`config.mk`:
```
export PLATFORM = sky130hd
export DESIGN_NAME = jtag_dbg_ctrl_flat
export DESIGN_NICKNAME = d
export VERILOG_FILES = /design/src/rtl/jtag_dbg_pkg.sv /design/src/rtl/jtag_dbg_ctrl_if.sv /design/src/rtl/jtag_dbg_ctrl_bp_unit.sv /design/src/rtl/jtag_dbg_ctrl.sv /design/src/flat_wrapper.sv
export SDC_FILE = /design/constraint.sdc
export NUM_CORES = 1
export LEC_CHECK = 0
export ABC_AREA = 1
export CAP_MARGIN = 20
export CORE_MARGIN = 2
export CORE_UTILIZATION = 58
export CTS_BUF_LIST = sky130_fd_sc_hd__clkbuf_8 sky130_fd_sc_hd__clkbuf_16
export DETAILED_ROUTE_END_ITERATION = 12
export PLACE_DENSITY = 0.82
export SLEW_MARGIN = 40
export SYNTH_ARGS = -nofsm -noshare
export SYNTH_HDL_FRONTEND = slang
export SYNTH_SLANG_ARGS = --single-unit
```
`constraint.sdc`:
```
create_clock -name clk -period 10.55 [get_ports clk]
set_clock_uncertainty 0.1 [all_clocks]
set_input_delay 1.055 -clock clk [delete_from_list [all_inputs] [get_ports clk]]
set_output_delay 1.055 -clock clk [all_outputs]
set_load 0.02 [all_outputs]
```
`src/rtl/jtag_dbg_pkg.sv`:
```
// jtag_dbg_pkg: shared constants for the JTAG debug controller.
//   - TAP state encodings seen on jtag_state
//   - debug instruction opcodes
//   - bit positions of the status word
//   - memory-port FSM state type
package jtag_dbg_pkg;

    // TAP states that cause an action; every other encoding is ignored
    localparam logic [3:0] TAP_SHIFT_DR   = 4'h2;
    localparam logic [3:0] TAP_CAPTURE_DR = 4'h4;
    localparam logic [3:0] TAP_UPDATE_DR  = 4'h5;
    localparam logic [3:0] TAP_SHIFT_IR   = 4'hA;
    localparam logic [3:0] TAP_UPDATE_IR  = 4'hD;

    // Instruction opcodes; unlisted values are no-ops
    localparam logic [3:0] OP_READ_MEM  = 4'd1;
    localparam logic [3:0] OP_WRITE_MEM = 4'd2;
    localparam logic [3:0] OP_SET_ADDR  = 4'd3;
    localparam logic [3:0] OP_SET_BP    = 4'd4;
    localparam logic [3:0] OP_HALT      = 4'd5;
    localparam logic [3:0] OP_RESUME    = 4'd6;
    localparam logic [3:0] OP_STEP      = 4'd7;
    localparam logic [3:0] OP_STATUS    = 4'd8;
    localparam logic [3:0] OP_CLR_BP    = 4'd9;

    // Status word layout: {zeros, bp_ptr, bp_hit, err, busy, halt}
    localparam int ST_HALT     = 0;
    localparam int ST_BUSY     = 1;
    localparam int ST_ERR      = 2;
    localparam int ST_BP_HIT   = 3;
    localparam int ST_BP_PTR   = 4;
    localparam int ST_BP_PTR_W = 4;   // wide enough for up to 16 slots

    typedef enum logic {
        MEM_IDLE = 1'b0,
        MEM_BUSY = 1'b1
    } mem_state_e;

endpackage

```
`src/rtl/jtag_dbg_ctrl_if.sv`:
```
// jtag_dbg_ctrl_if: memory access port of the debug controller.
//   mem_addr/mem_wdata/mem_we/mem_req : request, driven by the controller
//   mem_rdata/mem_ack                 : response, driven by the memory side
// modport master = controller, modport slave = memory.
interface jtag_dbg_ctrl_if #(
    parameter int DATA_W = 32
) ();
    logic [DATA_W-1:0] mem_addr;
    logic              mem_req;
    logic              mem_we;
    logic [DATA_W-1:0] mem_wdata;
    logic [DATA_W-1:0] mem_rdata;
    logic              mem_ack;

    modport master (
        output mem_addr, mem_req, mem_we, mem_wdata,
        input  mem_rdata, mem_ack
    );

    modport slave (
        input  mem_addr, mem_req, mem_we, mem_wdata,
        output mem_rdata, mem_ack
    );
endinterface

```
`src/rtl/jtag_dbg_ctrl_bp_unit.sv`:
```
// dbg_bp_unit: hardware breakpoint slots.
//   clk, reset     : clock, async active-high reset
//   set_bp         : write bp_value into slot bp_ptr, enable it, advance bp_ptr
//   clr_bp         : disable all slots, bp_ptr = 0
//   resume         : record core_pc as resume_pc and mask matches on it
//   core_pc(_valid): program counter under observation
//   match          : combinational hit on an enabled, unmasked slot
//   bp_ptr         : next slot to be written (zero-extended to 4 bits)
module dbg_bp_unit #(
    parameter int DATA_W = 32,
    parameter int NUM_BP = 4
) (
    input  logic              clk,
    input  logic              reset,
    input  logic              set_bp,
    input  logic              clr_bp,
    input  logic              resume,
    input  logic [DATA_W-1:0] bp_value,
    input  logic [DATA_W-1:0] core_pc,
    input  logic              core_pc_valid,
    output logic              match,
    output logic [3:0]        bp_ptr
);
    localparam int PTR_W = (NUM_BP > 1) ? $clog2(NUM_BP) : 1;

    logic [DATA_W-1:0] slot [NUM_BP];
    logic [NUM_BP-1:0] slot_en;
    logic [NUM_BP-1:0] slot_hit;
    logic [PTR_W-1:0]  ptr;
    logic              mask;
    logic [DATA_W-1:0] resume_pc;
    logic              masked_pc;

    always_comb begin
        slot_hit = '0;
        for (int i = 0; i < NUM_BP; i++) begin
            slot_hit[i] = slot_en[i] && (slot[i] == core_pc);
        end
    end

    // The mask only suppresses the pc we resumed from; any other pc may hit
    // immediately, and the first different valid pc lifts the mask.
    assign masked_pc = mask && (core_pc == resume_pc);
    assign match     = core_pc_valid && (|slot_hit) && !resume && !masked_pc;
    assign bp_ptr    = 4'(ptr);

    always_ff @(posedge clk or posedge reset) begin
        if (reset) begin
            for (int i = 0; i < NUM_BP; i++) begin
                slot[i] <= '0;
            end
            slot_en   <= '0;
            ptr       <= '0;
            mask      <= 1'b0;
            resume_pc <= '0;
        end else begin
            if (clr_bp) begin
                slot_en <= '0;
                ptr     <= '0;
            end else if (set_bp) begin
                slot[ptr]    <= bp_value;
                slot_en[ptr] <= 1'b1;
                ptr          <= (ptr == PTR_W'(NUM_BP - 1)) ? '0 : ptr + PTR_W'(1);
            end

            if (resume) begin
                mask      <= 1'b1;
                resume_pc <= core_pc;
            end else if (mask && core_pc_valid && (core_pc != resume_pc)) begin
                mask <= 1'b0;
            end
        end
    end
endmodule

```
`src/rtl/jtag_dbg_ctrl.sv`:
```
// jtag_dbg_ctrl: JTAG-driven debug controller.
//   clk, reset           : system clock, async active-high reset
//   jtag_state, tdi, tdo : TAP state (sampled every clk), serial in/out
//   mem (master modport) : single-outstanding memory access port
//   core_pc(_valid)      : core program counter for breakpoint compare
//   halt, step           : core run control; step is a one-cycle pulse
//
// Memory port FSM:
//   state    | meaning
//   MEM_IDLE | no request outstanding, mem_req = 0
//   MEM_BUSY | request presented, held stable until mem_ack
module jtag_dbg_ctrl
    import jtag_dbg_pkg::*;
#(
    parameter int DATA_W = 32,
    parameter int IR_W   = 4,
    parameter int NUM_BP = 4
) (
    input  logic              clk,
    input  logic              reset,
    input  logic [3:0]        jtag_state,
    input  logic              tdi,
    output logic              tdo,
    jtag_dbg_ctrl_if.master   mem,
    input  logic [DATA_W-1:0] core_pc,
    input  logic              core_pc_valid,
    output logic              halt,
    output logic              step
);
    logic [DATA_W-1:0] shift_reg;
    logic [DATA_W-1:0] rdata_reg;
    logic [DATA_W-1:0] addr_q;
    logic [DATA_W-1:0] wdata_q;
    logic [DATA_W-1:0] status_word;
    logic [IR_W-1:0]   ir_shift;
    logic [IR_W-1:0]   instruction;
    logic              we_q;
    logic              err;
    logic              bp_hit;

    mem_state_e mem_state, mem_state_nxt;

    logic st_shift_dr, st_capture_dr, st_update_dr, st_shift_ir, st_update_ir;
    logic op_read, op_write, op_set_addr, op_set_bp, op_halt;
    logic op_resume, op_step, op_status, op_clr_bp;
    logic mem_req, busy, ack_now, upd_access, accept, drop;
    logic cmd_halt, cmd_resume, cmd_step;
    logic bp_match;
    logic [3:0] bp_ptr;

    assign st_shift_dr   = (jtag_state == TAP_SHIFT_DR);
    assign st_capture_dr = (jtag_state == TAP_CAPTURE_DR);
    assign st_update_dr  = (jtag_state == TAP_UPDATE_DR);
    assign st_shift_ir   = (jtag_state == TAP_SHIFT_IR);
    assign st_update_ir  = (jtag_state == TAP_UPDATE_IR);

    assign op_read     = (instruction == IR_W'(OP_READ_MEM));
    assign op_write    = (instruction == IR_W'(OP_WRITE_MEM));
    assign op_set_addr = (instruction == IR_W'(OP_SET_ADDR));
    assign op_set_bp   = (instruction == IR_W'(OP_SET_BP));
    assign op_halt     = (instruction == IR_W'(OP_HALT));
    assign op_resume   = (instruction == IR_W'(OP_RESUME));
    assign op_step     = (instruction == IR_W'(OP_STEP));
    assign op_status   = (instruction == IR_W'(OP_STATUS));
    assign op_clr_bp   = (instruction == IR_W'(OP_CLR_BP));

    assign mem_req = (mem_state == MEM_BUSY);
    assign ack_now = mem_req && mem.mem_ack;
    assign busy    = mem_req && !mem.mem_ack;

    // An access landing in the ack cycle is not busy and so is accepted,
    // giving back-to-back requests with no idle cycle.
    assign upd_access = st_update_dr && (op_read || op_write);
    assign accept     = upd_access && !busy;
    assign drop       = upd_access && busy;

    assign cmd_halt   = st_update_dr && op_halt;
    assign cmd_resume = st_update_dr && op_resume;
    assign cmd_step   = st_update_dr && op_step;

    always_comb begin
        status_word                            = '0;
        status_word[ST_HALT]                   = halt;
        status_word[ST_BUSY]                   = busy;
        status_word[ST_ERR]                    = err;
        status_word[ST_BP_HIT]                 = bp_hit;
        status_word[ST_BP_PTR +: ST_BP_PTR_W]  = bp_ptr;
    end

    always_ff @(posedge clk or posedge reset) begin
        if (reset) begin
            mem_state <= MEM_IDLE;
        end else begin
            mem_state <= mem_state_nxt;
        end
    end

    always_comb begin
        mem_state_nxt = mem_state;
        case (mem_state)
            MEM_IDLE: if (accept) mem_state_nxt = MEM_BUSY;
            MEM_BUSY: if (ack_now) mem_state_nxt = accept ? MEM_BUSY : MEM_IDLE;
            default:  mem_state_nxt = MEM_IDLE;
        endcase
    end

    always_ff @(posedge clk or posedge reset) begin
        if (reset) begin
            tdo         <= 1'b0;
            shift_reg   <= '0;
            ir_shift    <= '0;
            instruction <= '0;
            rdata_reg   <= '0;
            addr_q      <= '0;
            wdata_q     <= '0;
            we_q        <= 1'b0;
            err         <= 1'b0;
        end else begin
            if (st_shift_dr) begin
                shift_reg <= {tdi, shift_reg[DATA_W-1:1]};
                tdo       <= shift_reg[0];
            end else if (st_capture_dr) begin
                if (op_read) begin
                    shift_reg <= rdata_reg;
                end else if (op_status) begin
                    shift_reg <= status_word;
                end
            end

            if (st_shift_ir) begin
                ir_shift <= {tdi, ir_shift[IR_W-1:1]};
            end
            if (st_update_ir) begin
                instruction <= ir_shift;
            end

            if (ack_now) begin
                addr_q <= addr_q + DATA_W'(DATA_W / 8);
                if (!we_q) begin
                    rdata_reg <= mem.mem_rdata;
                end
            end

            // Address reload is ignored while a request is outstanding so the
            // bus stays stable; in the ack cycle it overrides the increment.
            if (st_update_dr && op_set_addr && !busy) begin
                addr_q <= shift_reg;
            end

            if (accept) begin
                we_q <= op_write;
                if (op_write) begin
                    wdata_q <= shift_reg;
                end
            end

            if (drop) begin
                err <= 1'b1;
            end else if (st_update_dr && op_status) begin
                err <= 1'b0;
            end
        end
    end

    // HALT has priority over RESUME; a breakpoint coincident with RESUME is
    // already suppressed inside the breakpoint unit.
    always_ff @(posedge clk or posedge reset) begin
        if (reset) begin
            halt   <= 1'b0;
            bp_hit <= 1'b0;
            step   <= 1'b0;
        end else begin
            step <= cmd_step && halt;
            if (cmd_halt) begin
                halt <= 1'b1;
            end else if (cmd_resume) begin
                halt   <= 1'b0;
                bp_hit <= 1'b0;
            end else if (bp_match) begin
                halt   <= 1'b1;
                bp_hit <= 1'b1;
            end
        end
    end

    dbg_bp_unit #(
        .DATA_W (DATA_W),
        .NUM_BP (NUM_BP)
    ) u_bp_unit (
        .clk           (clk),
        .reset         (reset),
        .set_bp        (st_update_dr && op_set_bp),
        .clr_bp        (st_update_dr && op_clr_bp),
        .resume        (cmd_resume),
        .bp_value      (shift_reg),
        .core_pc       (core_pc),
        .core_pc_valid (core_pc_valid),
        .match         (bp_match),
        .bp_ptr        (bp_ptr)
    );

    assign mem.mem_req   = mem_req;
    assign mem.mem_we    = we_q;
    assign mem.mem_addr  = addr_q;
    assign mem.mem_wdata = wdata_q;
endmodule

```
`src/flat_wrapper.sv`:
```
// flat-port wrapper written by rule: the top's interface ports become plain ports
module jtag_dbg_ctrl_flat import jtag_dbg_pkg::*;
#(
    parameter int DATA_W = 32,
    parameter int IR_W   = 4,
    parameter int NUM_BP = 4
)
  (clk, reset, jtag_state, tdi, tdo, core_pc, core_pc_valid, halt, step, mem_mem_addr, mem_mem_req, mem_mem_we, mem_mem_wdata, mem_mem_rdata, mem_mem_ack);
  jtag_dbg_ctrl_if #(.DATA_W(DATA_W)) mem_i ();
  input  logic clk;
  input  logic reset;
  input  logic [3:0] jtag_state;
  input  logic tdi;
  output logic tdo;
  input  logic [DATA_W-1:0] core_pc;
  input  logic core_pc_valid;
  output logic halt;
  output logic step;
  output wire logic [$bits(mem_i.mem_addr)-1:0] mem_mem_addr;
  output wire logic [$bits(mem_i.mem_req)-1:0] mem_mem_req;
  output wire logic [$bits(mem_i.mem_we)-1:0] mem_mem_we;
  output wire logic [$bits(mem_i.mem_wdata)-1:0] mem_mem_wdata;
  input wire logic [$bits(mem_i.mem_rdata)-1:0] mem_mem_rdata;
  input wire logic [$bits(mem_i.mem_ack)-1:0] mem_mem_ack;
  assign mem_mem_addr = mem_i.mem_addr;
  assign mem_mem_req = mem_i.mem_req;
  assign mem_mem_we = mem_i.mem_we;
  assign mem_mem_wdata = mem_i.mem_wdata;
  assign mem_i.mem_rdata = mem_mem_rdata;
  assign mem_i.mem_ack = mem_mem_ack;
  jtag_dbg_ctrl #(.DATA_W(DATA_W), .IR_W(IR_W), .NUM_BP(NUM_BP)) u_core (.clk(clk), .reset(reset), .jtag_state(jtag_state), .tdi(tdi), .tdo(tdo), .mem(mem_i), .core_pc(core_pc), .core_pc_valid(core_pc_valid), .halt(halt), .step(step));
endmodule
```
==> flow_metrics.env, run 1 <==
export IMPL_grt_use_total=0.355
export IMPL_grt_pass1_wl_microns=75600
export IMPL_p_leak_uw=0.00859
export IMPL_layout_cells_most_common_list="nand2_1 (597), dfrtp_1 (310), o21ai_0 (218), inv_1 (213), clkdlybuf4s50_1 (141)"
export IMPL_worst_slew_pin_slew_ps=798
export IMPL_vias_per_cell=5.77
export IMPL_power_density_nw_per_um2=206
export IMPL_synth_top_area_cell="dfrtp_1"
export IMPL_core_sq_um=25900
export IMPL_end_kind="flop"
export IMPL_tns_ps=0
export IMPL_cp_arrival_ps=3770
export IMPL_synth_seq_cells=310
export IMPL_crit_fanout=48
export IMPL_wire_per_inst_microns=20.6
export IMPL_r2r_end="u_core.mem.mem_wdata[8]$_DFFE_PP0P_"
export IMPL_busiest_layer="met2"
export IMPL_diodes=0
export IMPL_critPathLaunch="jtag_state[3]"
export IMPL_slew_headroom=0.468
export IMPL_yosysUniqueCellTypes=43
export IMPL_syn_to_final_growth_pct=17.9
export IMPL_synth_edf_count=0
export IMPL_initialDrtViolationCount=1484
export IMPL_dpl_cell_count=2287
export IMPL_hpwl_microns=34500
export IMPL_nets=2066
export IMPL_port_buffers=141
export IMPL_r2r_start="u_core.instruction[3]$_DFFE_PP0N_"
export IMPL_grt_pass1_vias=13400
export IMPL_ys_flop_type="dfrtp_1"
export IMPL_setup_viol=0
export IMPL_dr_pass1_iters=6
export IMPL_cts_resized_gates=0
export IMPL_hold_violations=0
export IMPL_rsz0062_at_grt="no"
export IMPL_final_common_cell="nand2_1"
export IMPL_cts_setup_buffers=0
export IMPL_yosysTopAreaCellShare=0.510
export IMPL_hold_depth=2
export IMPL_synth_top_cells_by_area="dfrtp_1 (51%), nand2_1 (15%), o21ai_0 (7.2%)"
export IMPL_met2_usage=0.564
export IMPL_drt_total_wl_microns=48400
export IMPL_total_power_uw=3700
export IMPL_overflow=0
export IMPL_finalCritPeriodShare=0.329
export IMPL_cts_buffers=34
export IMPL_io_pins=142
export IMPL_status="finished clean"
export IMPL_grt_max_degree=115
export IMPL_yosysWarnings=0
export IMPL_grt_use_met1=0.479
export IMPL_layout_drive_gt1_share=0.0765
export IMPL_clkLatencyLatePin_ps=520
export IMPL_initial_core_util=0.588
export IMPL_antenna_found_initial=0
export IMPL_hold_class="flop to flop"
export IMPL_cts_root_buf="clkbuf_16"
export IMPL_post_layout_nonfiller_instances=2348
export IMPL_die_y_microns=166
export IMPL_htree_levels=2
export IMPL_hold_slack_ps=381
export IMPL_async_reset_ff_frac=1.00
export IMPL_synth_fp_nets=1957
export IMPL_synthCells=1879
export IMPL_clk_pin_slew_ps=60
export IMPL_met3_usage=0.0632
export IMPL_regMostFlops="u_core.u_bp_unit.slot"
export IMPL_r2r_cells=10
export IMPL_gp_congestion=0.995
export IMPL_reg2reg_slack_ps=7340
export IMPL_holdPathEnd="u_core.u_bp_unit.slot[17]$_DFFE_PP0P_"
export IMPL_clock_sinks=310
export IMPL_yosysSeqAreaShare=0.510
export IMPL_syn_area_per_cell_sq_um=8.10
export IMPL_tritoncts="yes"
export IMPL_drv_slew=0
export IMPL_num_rows=59
export IMPL_drc=0
export IMPL_ant_nets=0
export IMPL_clk_path_buf_depth=3
export IMPL_max_freq_mhz=288
export IMPL_cts_hold_buffers_added=0
export IMPL_die_area_sq_um=27600
export IMPL_min_period_ps=3470
export IMPL_ir_drop_mv=0.165
export IMPL_required_ps=10850
export IMPL_worst_setup_path_start_kind="primary input"
export IMPL_fp_dieW_microns=166
export IMPL_maxCapViolCount=0
export IMPL_vias=13500
export IMPL_hp_start="u_core.shift_reg[17]$_DFFE_PP0P_"
export IMPL_largest_reg_flops=128
export IMPL_crit_type="primary input to flop"
export IMPL_netlist_area_sq_um=15200
[power breakdown]
part	total, uW	leakage, uW	switching [uW]	internal (uW)
registers	1680	0.00383	270	1410
logic	819	0.00416	517	302
clock network	1210	0.000604	482	723
[metal layers]
| metal | vias up | share of wire |
|---|---|---|
| met5 | - | 0 |
| met1 | 6473 | 0.40 |
| li1 | 6224 | - |
| met3 | 144 | 0.092 |
| met4 | 0 | 0.048 |
| met2 | 707 | 0.46 |
[cells in the mapped netlist (2+ instances only)]
cell type    n
nand2_1    598
dfrtp_1    310
o21ai_0    218
inv_1      203
nor2_1     125
nand3_1     51
clkbuf_1    42
xor2_1      41
a21oi_1     33
mux2_2      32
buf_2       27
o211ai_1    22
o21ai_2     18
nand4_1     17
o221ai_1    17
o21ai_1     15
o22ai_1     14
xnor2_1     13
or2_2       12
inv_2       10
nor3_1       9
a221oi_1     5
buf_1        5
buf_6        5
ha_1         5
clkinv_1     4
nand2_2      3
nor2_2       3
nor3_4       3
nor4_1       3
buf_4        2
nor2_4       2
nor3_2       2
[final cells by class]
cell class,instances,area (sq um)
Clock buffer,42,972
Clock inverter,19,159
Multi-Input combinational cell,1271,6280
Timing Repair Buffer,154,1530
Inverter,217,830
Fill cell,2087,7970
Tap cell,335,419
Sequential cell,310,7760
[how the worst max path moves through the flow]
stage,end,slack (ps),cells after the start
after detailed placement,u_core.mem.mem_addr[23]$_DFFE_PP0P_,6380,10
after floorplan,u_core.bp_hit$_DFFE_PP0P_,820,1
after global placement,u_core.u_bp_unit.slot[14]$_DFFE_PP0P_,6540,4
final,u_core.u_bp_unit.slot[100]$_DFFE_PP0P_,7080,10
after CTS,u_core.mem.mem_addr[23]$_DFFE_PP0P_,6880,10
after global routing,u_core.u_bp_unit.slot[100]$_DFFE_PP0P_,6870,10
[cells by family after synthesis]
family          after synthesis  share of synthesized area
mux                          32                     0.0237
fa+ha+maj                     5                    0.00411
flops                       310                      0.510
xor+xnor                     54                     0.0311
buf+inv                     298                     0.0787
compound gates              348                      0.130
simple gates                832                      0.222
[stage by stage]
step	worst slack [ps]	instance area (sq um)	util
after global routing	6870	17900	0.693
after detailed placement	6380	16800	0.648
after global placement	6540	16800	0.647
after floorplan	822	15200	-
final	7080	17900	0.693
after CTS	6880	17900	0.692
[critical path: stages]
cell,delay (ps)
clkdlybuf4s50_1,550
nor2_1,70
nand2_1,200
inv_1,80
nand2_2,120
nor3_4,70
nand2_1,70
buf_4,420
clkinv_1,670
o21ai_0,410
Note: power is estimated with default switching activity, not from simulation.
==> inputs of run 2 (changes only) <==
Settings changed: CORE_UTILIZATION 58 to 52, PLACE_DENSITY 0.82 to 0.77.
Clock period 10.55 ns to 2.9 ns, I/O delays scaled along.
==> flow_metrics.env, run 2 (synthesis gave the netlist of run 1 again) <==
export IMPL_status="finished clean"
export IMPL_ir_drop_mv=0.528
export IMPL_clkLatencyLatePin_ps=520
export IMPL_drt_total_wl_microns=50500
export IMPL_setup_viol=0
export IMPL_grt_use_total=0.333
export IMPL_slew_headroom=0.521
export IMPL_pwr_share_seq=0.443
export IMPL_diodes=0
export IMPL_overflow=0
export IMPL_regMostFlops="u_core.u_bp_unit.slot"
export IMPL_clk_pin_slew_ps=60
export IMPL_r2r_cells=14
export IMPL_drv_slew=0
export IMPL_num_rows=62
export IMPL_intPower_uw=9100
export IMPL_antenna_found_initial=1
export IMPL_required_ps=3190
export IMPL_crit_type="flop to flop"
export IMPL_layout_drive_gt1_share=0.0986
export IMPL_cts_setup_buffers=0
export IMPL_tns_ps=0
export IMPL_worst_slew_pin_slew_ps=719
export IMPL_postLayoutCellArea_sq_um=18500
export IMPL_comb_power_share=0.219
export IMPL_switchingPower_uw=4750
export IMPL_p_leak_uw=0.00887
export IMPL_cts_buffers=36
export IMPL_die_area_sq_um=30700
export IMPL_cts_root_buf="clkbuf_16"
export IMPL_hpwl_microns=36700
export IMPL_initial_core_util=0.529
export IMPL_end_kind="flop"
export IMPL_grt_pass1_wl_microns=77200
export IMPL_initialDrtViolationCount=1498
export IMPL_max_freq_mhz=412
export IMPL_switching_share=0.343
export IMPL_r2r_end="u_core.mem.mem_addr[28]$_DFFE_PP0P_"
export IMPL_clock_sinks=310
export IMPL_maxCapViolCount=0
export IMPL_dpl_cell_area_sq_um=17200
export IMPL_vias_per_cell=5.60
export IMPL_met3_usage=0.0531
export IMPL_ant_nets=0
export IMPL_drc=0
export IMPL_core_sq_um=28800
export IMPL_power_density_nw_per_um2=749
export IMPL_fp_dieW_microns=175
export IMPL_met2_usage=0.528
export IMPL_syn_to_final_growth_pct=21.5
export IMPL_critPathLaunch="u_core.mem.mem_addr[3]$_DFFE_PP0P_"
export IMPL_crit_fanout=6
export IMPL_rsz0062_at_grt="no"
export IMPL_hold_class="primary input to asynchronous set/reset pin"
export IMPL_final_util=0.643
export IMPL_r2r_start="u_core.mem.mem_addr[3]$_DFFE_PP0P_"
export IMPL_min_period_ps=2430
export IMPL_tritoncts="yes"
export IMPL_layout_cells_most_common_list="nand2_1 (598), dfrtp_1 (310), o21ai_0 (218), inv_1 (209), clkdlybuf4s50_1 (141)"
export IMPL_critPathCapture="u_core.mem.mem_addr[28]$_DFFE_PP0P_"
export IMPL_grt_use_met1=0.460
export IMPL_reg2reg_slack_ps=470
export IMPL_p_clk_frac=0.338
export IMPL_finalCritPeriodShare=0.838
export IMPL_vias=13700
export IMPL_busiest_layer="met2"
export IMPL_die_y_microns=175
export IMPL_gp_congestion=0.985
export IMPL_final_common_cell="nand2_1"
export IMPL_htree_levels=2
export IMPL_total_power_uw=13800
export IMPL_grt_max_degree=142
export IMPL_wire_per_inst_microns=20.7
export IMPL_io_pins=142
export IMPL_largest_reg_flops=128
export IMPL_nets=2112
export IMPL_cts_resized_gates=0
export IMPL_cp_arrival_ps=2720
export IMPL_grt_pass1_vias=13000
export IMPL_hold_violations=0
export IMPL_port_buffers=141
export IMPL_dr_pass1_iters=7
export IMPL_clk_path_buf_depth=3
export IMPL_worst_setup_path_start_kind="flop"
export IMPL_cts_hold_buffers_added=0
run 2: per-stage QoR:
stage | setup slack [ps] | std cells | hold WS [ps]
after floorplan | -1620 | 1879 | 311
after global placement | 296 | 2379 | 360
after detailed placement | 209 | 2379 | 362
after CTS | 537 | 2442 | 201
after global routing | 310 | 2443 | 255
final | 471 | 2443 | 214
run 2: worst min path at each step:
stage                                    startpoint                                         to  slack, ps  depth (start not counted)
6_report                                      reset           u_core.shift_reg[14]$_DFFE_PP0P_        210                          3
5_1_grt                                       reset            u_core.shift_reg[6]$_DFFE_PP0P_        250                          3
4_1_cts                                       reset           u_core.shift_reg[14]$_DFFE_PP0P_        200                          3
3_5_place_dp   u_core.mem.mem_wdata[20]$_DFFE_PP0P_       u_core.mem.mem_wdata[20]$_DFFE_PP0P_        360                          2
3_3_place_gp   u_core.mem.mem_wdata[12]$_DFFE_PP0P_       u_core.mem.mem_wdata[12]$_DFFE_PP0P_        360                          2
2_1_floorplan                            core_pc[0]  u_core.u_bp_unit.resume_pc[0]$_DFFE_PP0P_        310                          2
run 2: cell type report:
class	instances	area, sq um
clock buffers	46	1060
clock inverters	17	166
fillers	2497	10300
inverters	217	821
multi-input cells	1271	6270
flip-flops and latches	310	7760
well taps	384	480
repair buffers	198	1940
run 2: layer usage:
layer,routed length [microns],vias up,share of wire
met3,4330,110,0.086
li1,-,6313,-
met5,0,-,0
met1,20800,6575,0.41
met2,23200,674,0.46
met4,2130,0,0.042
run 2: power by group through the flow:
stage                     Sequential (uW)  Combinational, uW  Clock, uW
after global placement               6130               2920          0
after CTS                            6070               3010       4710
after detailed placement             6140               2990          0
final                                6140               3040       4680
after floorplan                      5810               1690          0
after global routing                 6180               3300       4870
run 2: critical path: stages, from the launching register on:
cell and delay (ps):
dfrtp_1 450, ha_1 200, nand2_1 90, nor2_1 130, inv_1 70, nor2_1 220
nand2_1 170, nor2_4 190, nand2_1 120, nor2_2 170, nand2_1 70, nand2_1 60
nand3_1 70, nand3_1 80, o21ai_0 90
==> inputs of run 3 (changes only) <==
Settings changed: CORE_UTILIZATION 52 to 58, PLACE_DENSITY 0.77 to 0.82.
Clock period 2.9 ns to 2.3 ns, I/O delays scaled along.
==> flow_metrics.env, run 3 (synthesis gave the netlist of run 1 again) <==
export IMPL_initialDrtViolationCount=1604
export IMPL_layout_cells_most_common_list="nand2_1 (597), dfrtp_1 (309), o21ai_0 (218), inv_1 (210), clkdlybuf4s50_1 (141)"
export IMPL_grt_use_total=0.372
export IMPL_largest_reg_flops=128
export IMPL_gp_congestion=1.01
export IMPL_slowest_stage="dfrtp_1"
export IMPL_regMostFlops="u_core.u_bp_unit.slot"
export IMPL_setup_viol=0
export IMPL_crit_chain="nor2_4 > inv_1 > nor2_8 > inv_2 > a21oi_2 > inv_2 > nor3_4 > inv_2 > buf_12 > nand2_1 > o21ai_2"
export IMPL_p_leak_uw=0.00918
export IMPL_min_period_ps=2160
export IMPL_crit_type="flop to flop"
export IMPL_worst_slew_pin_slew_ps=685
export IMPL_layout_drive_gt1_share=0.130
export IMPL_cts_buffers=34
export IMPL_htree_levels=2
export IMPL_grt_max_degree=103
export IMPL_vias_per_cell=5.71
export IMPL_r2r_cells=11
export IMPL_critical_path_top_delay_family="buffers and inverters"
export IMPL_syn_to_final_growth_pct=24.4
export IMPL_dr_pass1_iters=8
export IMPL_post_layout_nonfiller_instances=2458
export IMPL_hold_class="primary input to asynchronous set/reset pin"
export IMPL_cts_root_buf="clkbuf_16"
export IMPL_worst_setup_path_start_kind="flop"
export IMPL_diodes=0
export IMPL_drc=0
export IMPL_reg2reg_slack_ps=140
export IMPL_slew_headroom=0.543
export IMPL_clk_pin_slew_ps=60
export IMPL_final_common_cell="nand2_1"
export IMPL_core_sq_um=25900
export IMPL_maxCapViolCount=0
export IMPL_fp_dieW_microns=166
export IMPL_wire_per_inst_microns=20.7
export IMPL_overflow=0
export IMPL_die_area_sq_um=27600
export IMPL_drv_slew=0
export IMPL_hold_violations=0
export IMPL_grt_pass1_vias=13500
export IMPL_die_y_microns=166
export IMPL_port_buffers=141
export IMPL_rsz0062_at_grt="no"
export IMPL_dpl_cell_count=2397
export IMPL_worst_path_stages=11
export IMPL_status="finished clean"
export IMPL_clk_path_buf_depth=3
export IMPL_nets=2178
export IMPL_hpwl_microns=37200
export IMPL_clock_sinks=310
export IMPL_clkLatencyLatePin_ps=520
export IMPL_io_pins=142
export IMPL_drt_total_wl_microns=51000
export IMPL_finalCritPeriodShare=0.940
export IMPL_antenna_found_initial=0
export IMPL_end_kind="flop"
export IMPL_power_density_nw_per_um2=905
export IMPL_initial_core_util=0.588
export IMPL_cpMostUsedCell="inv_2"
export IMPL_cp_arrival_ps=2460
export IMPL_total_power_uw=17100
export IMPL_ir_drop_mv=0.777
export IMPL_tritoncts="yes"
export IMPL_vias=14000
export IMPL_num_rows=59
export IMPL_max_stage_delay_ps=470
export IMPL_critPathBufInv=5
export IMPL_required_ps=2590
export IMPL_r2r_start="u_core.instruction[3]$_DFFE_PP0N_"
export IMPL_r2r_end="u_core.mem.mem_wdata[15]$_DFFE_PP0P_"
export IMPL_ant_nets=0
export IMPL_max_freq_mhz=462
export IMPL_grt_pass1_wl_microns=78400
export IMPL_crit_fanout=40
export IMPL_tns_ps=0
-- run 3: changes by cell type in the layout (fill, tap and decap cells not counted), sizes merged --
cell	change
clkbuf	-4
buf	+68
bufinv	-1
inv	+1
-- run 3: worst max path at each step --
stage,start,endpoint,slack (ps)
after floorplan,reset,u_core.bp_hit$_DFFE_PP0P_,-2160
after global placement,core_pc[25],u_core.bp_hit$_DFFE_PP0P_,-40
after detailed placement,jtag_state[0],u_core.u_bp_unit.slot[25]$_DFFE_PP0P_,-60
after CTS,u_core.mem.mem_addr[3]$_DFFE_PP0P_,u_core.mem.mem_addr[28]$_DFFE_PP0P_,40
after global routing,u_core.mem.mem_addr[2]$_DFFE_PP0P_,u_core.mem.mem_addr[28]$_DFFE_PP0P_,8
final,u_core.instruction[3]$_DFFE_PP0N_,u_core.mem.mem_wdata[15]$_DFFE_PP0P_,140
-- run 3: area by class of cell --
type | count | area, sq um
Inverter | 217 | 820
Timing Repair Buffer | 266 | 2540
Clock inverter | 17 | 129
Sequential cell | 310 | 7760
Tap cell | 335 | 419
Fill cell | 1929 | 6970
Clock buffer | 42 | 972
Multi-Input combinational cell | 1271 | 6300
-- run 3: report_power, final --
| part | internal (uW) | switching [uW] |
|---|---|---|
| clock network | 3210 | 2240 |
| registers | 6460 | 1230 |
| logic | 1520 | 2480 |
-- run 3: timing repair --
item	in CTS	in global routing
gates resized for setup	2	11
buffers inserted	0	2
hold buffers	0	0
endpoints found under the setup margin	4	14
pin swaps	0	1
-- run 3: worst min-delay path, stage by stage --
cell	delay, ps
clkdlybuf4s50_1	440
clkinvlp_4	130
buf_12	240
-- run 3: routing by layer --
layer,GRT usage,up-vias,wire length (microns)
li1,-,6437,-
met1,0.507,6665,20200
met2,0.588,789,23300
met3,0.0622,149,4690
met4,0.176,0,2730
met5,0,-,0
-- run 3: metrics by stage --
step,hold slack [ps],setup WS [ps],utilization,instance area [sq um]
2_1_floorplan,251,-2160,-,15200
3_3_place_gp,357,-39.4,0.686,17800
3_5_place_dp,364,-61.8,0.686,17800
4_1_cts,64.3,38.6,0.729,18900
5_1_grt,79.6,7.59,0.731,18900
6_report,55.6,137,0.731,18900
==> variant, RTL diff (flow settings as in run 3) <==
Change the package constant `ST_BP_PTR` from 4 to 6.
--- a/src/rtl/jtag_dbg_pkg.sv
+++ b/src/rtl/jtag_dbg_pkg.sv
@@ -29,5 +29,5 @@
     localparam int ST_ERR      = 2;
     localparam int ST_BP_HIT   = 3;
-    localparam int ST_BP_PTR   = 4;
+    localparam int ST_BP_PTR   = 6;
     localparam int ST_BP_PTR_W = 4;   // wide enough for up to 16 slots
 
Function: same outputs for any inputs over 4 cycles, from zero or initial values and one cycle with reset high; that may be too few to reach the edited logic, so the function may still have changed.
==> variant against run 3 <==
- synthesized cell count is 0.27% lower
- setup slack better by 0.0084 ns
- die area is 0.42% lower
- via count is 1.5% lower
- total power is 0.47% lower
- cell area is 0.55% lower
- wire length is 1.1% lower
- final cell count is 1.0% lower
- sequential cell count stayed put
- area after synthesis is 0.43% lower
- sequential power is 1% lower
==> variant: results (changes against run 3) <==
| Metric | Value |
|---|---|
| Status | finished, final reports clean |
| DRT Wirelength | 50400 microns (-1.1%) |
| Global-route wire length before repair | 78540 microns (+0.13%) |
| Largest cells by area after synthesis | dfrtp_1 51%, nand2_1 15%, o21ai_0 7.3% |
| Gr usage total | 37.26% (about the same) |
| First-pass detailed-route iteration total | 8 (unchanged) |
| Critical path arrival | 2.41 ns (-0.05 ns) |
| Switch Pwr | 5.755 mW (-3.4%) |
| Clock slew at reported path FFs | 0.06 ns (about the same) |
| Switching fraction of total power | 33.74% (-1.0 points) |
| Via count | 13830 (-1.5%) |
| Largest net degree at the start of global routing | 92 (-11%) |
| Fin nets | 2154 (-1.1%) |
| Post-DP HPWL | 36410 microns (-2.1%) |
| Hold Slack | 0.07176 ns (+0.01613 ns) |
| Resized Gates After CTS | 0 (-2) |
| Syn Nets | 1952 (-0.26%) |
| Critical Path Source | u_core.instruction[0] |
| Synth cell count leaders | 602 x nand2_1, 310 x dfrtp_1, 221 x o21ai_0 |
| Mapped Cells | 1874 (-0.27%) |
| Logic pwr share | 21.6% (-1.7 points) |
| DP Worst Slack | -0.1146 ns (-0.05274 ns) |
| Clk_lat worst skew | 0.52 ns (about the same) |
| Iteration-0 DRC Markers | 1540 (-4.0%) |
| Largest register FFs | 128 (unchanged) |
| Final min period | 2.154 ns (-0.008427 ns) |
| Relative slew margins | 52.60% (-1.7 points) |
| Unique masters post-synth | 47 (+9.3%) |
| Worst min path class | primary input to async pin |
| Placed Area | 17650 sq um (-0.79%) |
| CP max FO | 18 (-55%) |
| Crit path largest cell delay | 0.45 ns (-0.02 ns) |
| Fillers | 1988 (+3.1%) |
| Clk pwr share | 33.8% (+2.0 points) |
| Final estimated routing congestion in global placement | 0.9945 (-1.4%) |
| DP Cell Count | 2375 (-0.92%) |
| Layout cells sized above 1 | 11.25% (-1.8 points) |
| Leakage | 9.116 nW (-0.67%) |
| Reg2reg path depth | 10 (-1) |
| Routed WL per cell | 20.72 microns (-0.10%) |
| Max IR drop VDD | 855.1 uV (+10%) |
| Asr flop ratio synth | 100.0% (unchanged) |
| Seq/Total Area, Yosys | 51.18% (+0.22 points) |
## variant: changes by cell type after synthesis, sizes merged, moves of 4 or more
cell and delta:
buf -12, clkbuf +12, nand3 +12, inv -9, nor3 +6, o21ai -6
or2 -6, nand2 +5, a21oi -4, nand4 -4, o22ai -4
## variant: cells by family after synthesis
family	share of synthesized area (%)
and+or+nand+nor	22.96
AOI/OAI and AO/OA	12.20
DFF	51.18
buffers and inverters	7.470
xor gates and xnor gates	3.409
muxes	2.377
adders and majority gates	0.4127
## variant: area by class of cell
cell class	count	area, sq um	share of cell area, %
clock buffers	38	917.1	4.869
clock inverters	20	261.5	1.388
inverters	207	784.5	4.165
multi-input cells	1276	6271	33.30
flip-flops and latches	310	7761	41.21
well taps	335	419.2	2.225
repair buffers	247	2420	12.85
## variant: per-layer routing
metal  up-vias  part of all wire (%)  track usage [%]
met5         -                     0                0
met4         0                   6.0            19.43
met3       142                   9.1            6.786
met2       721                    46            58.79
met1      6581                    39            49.64
li1       6383                     -                -
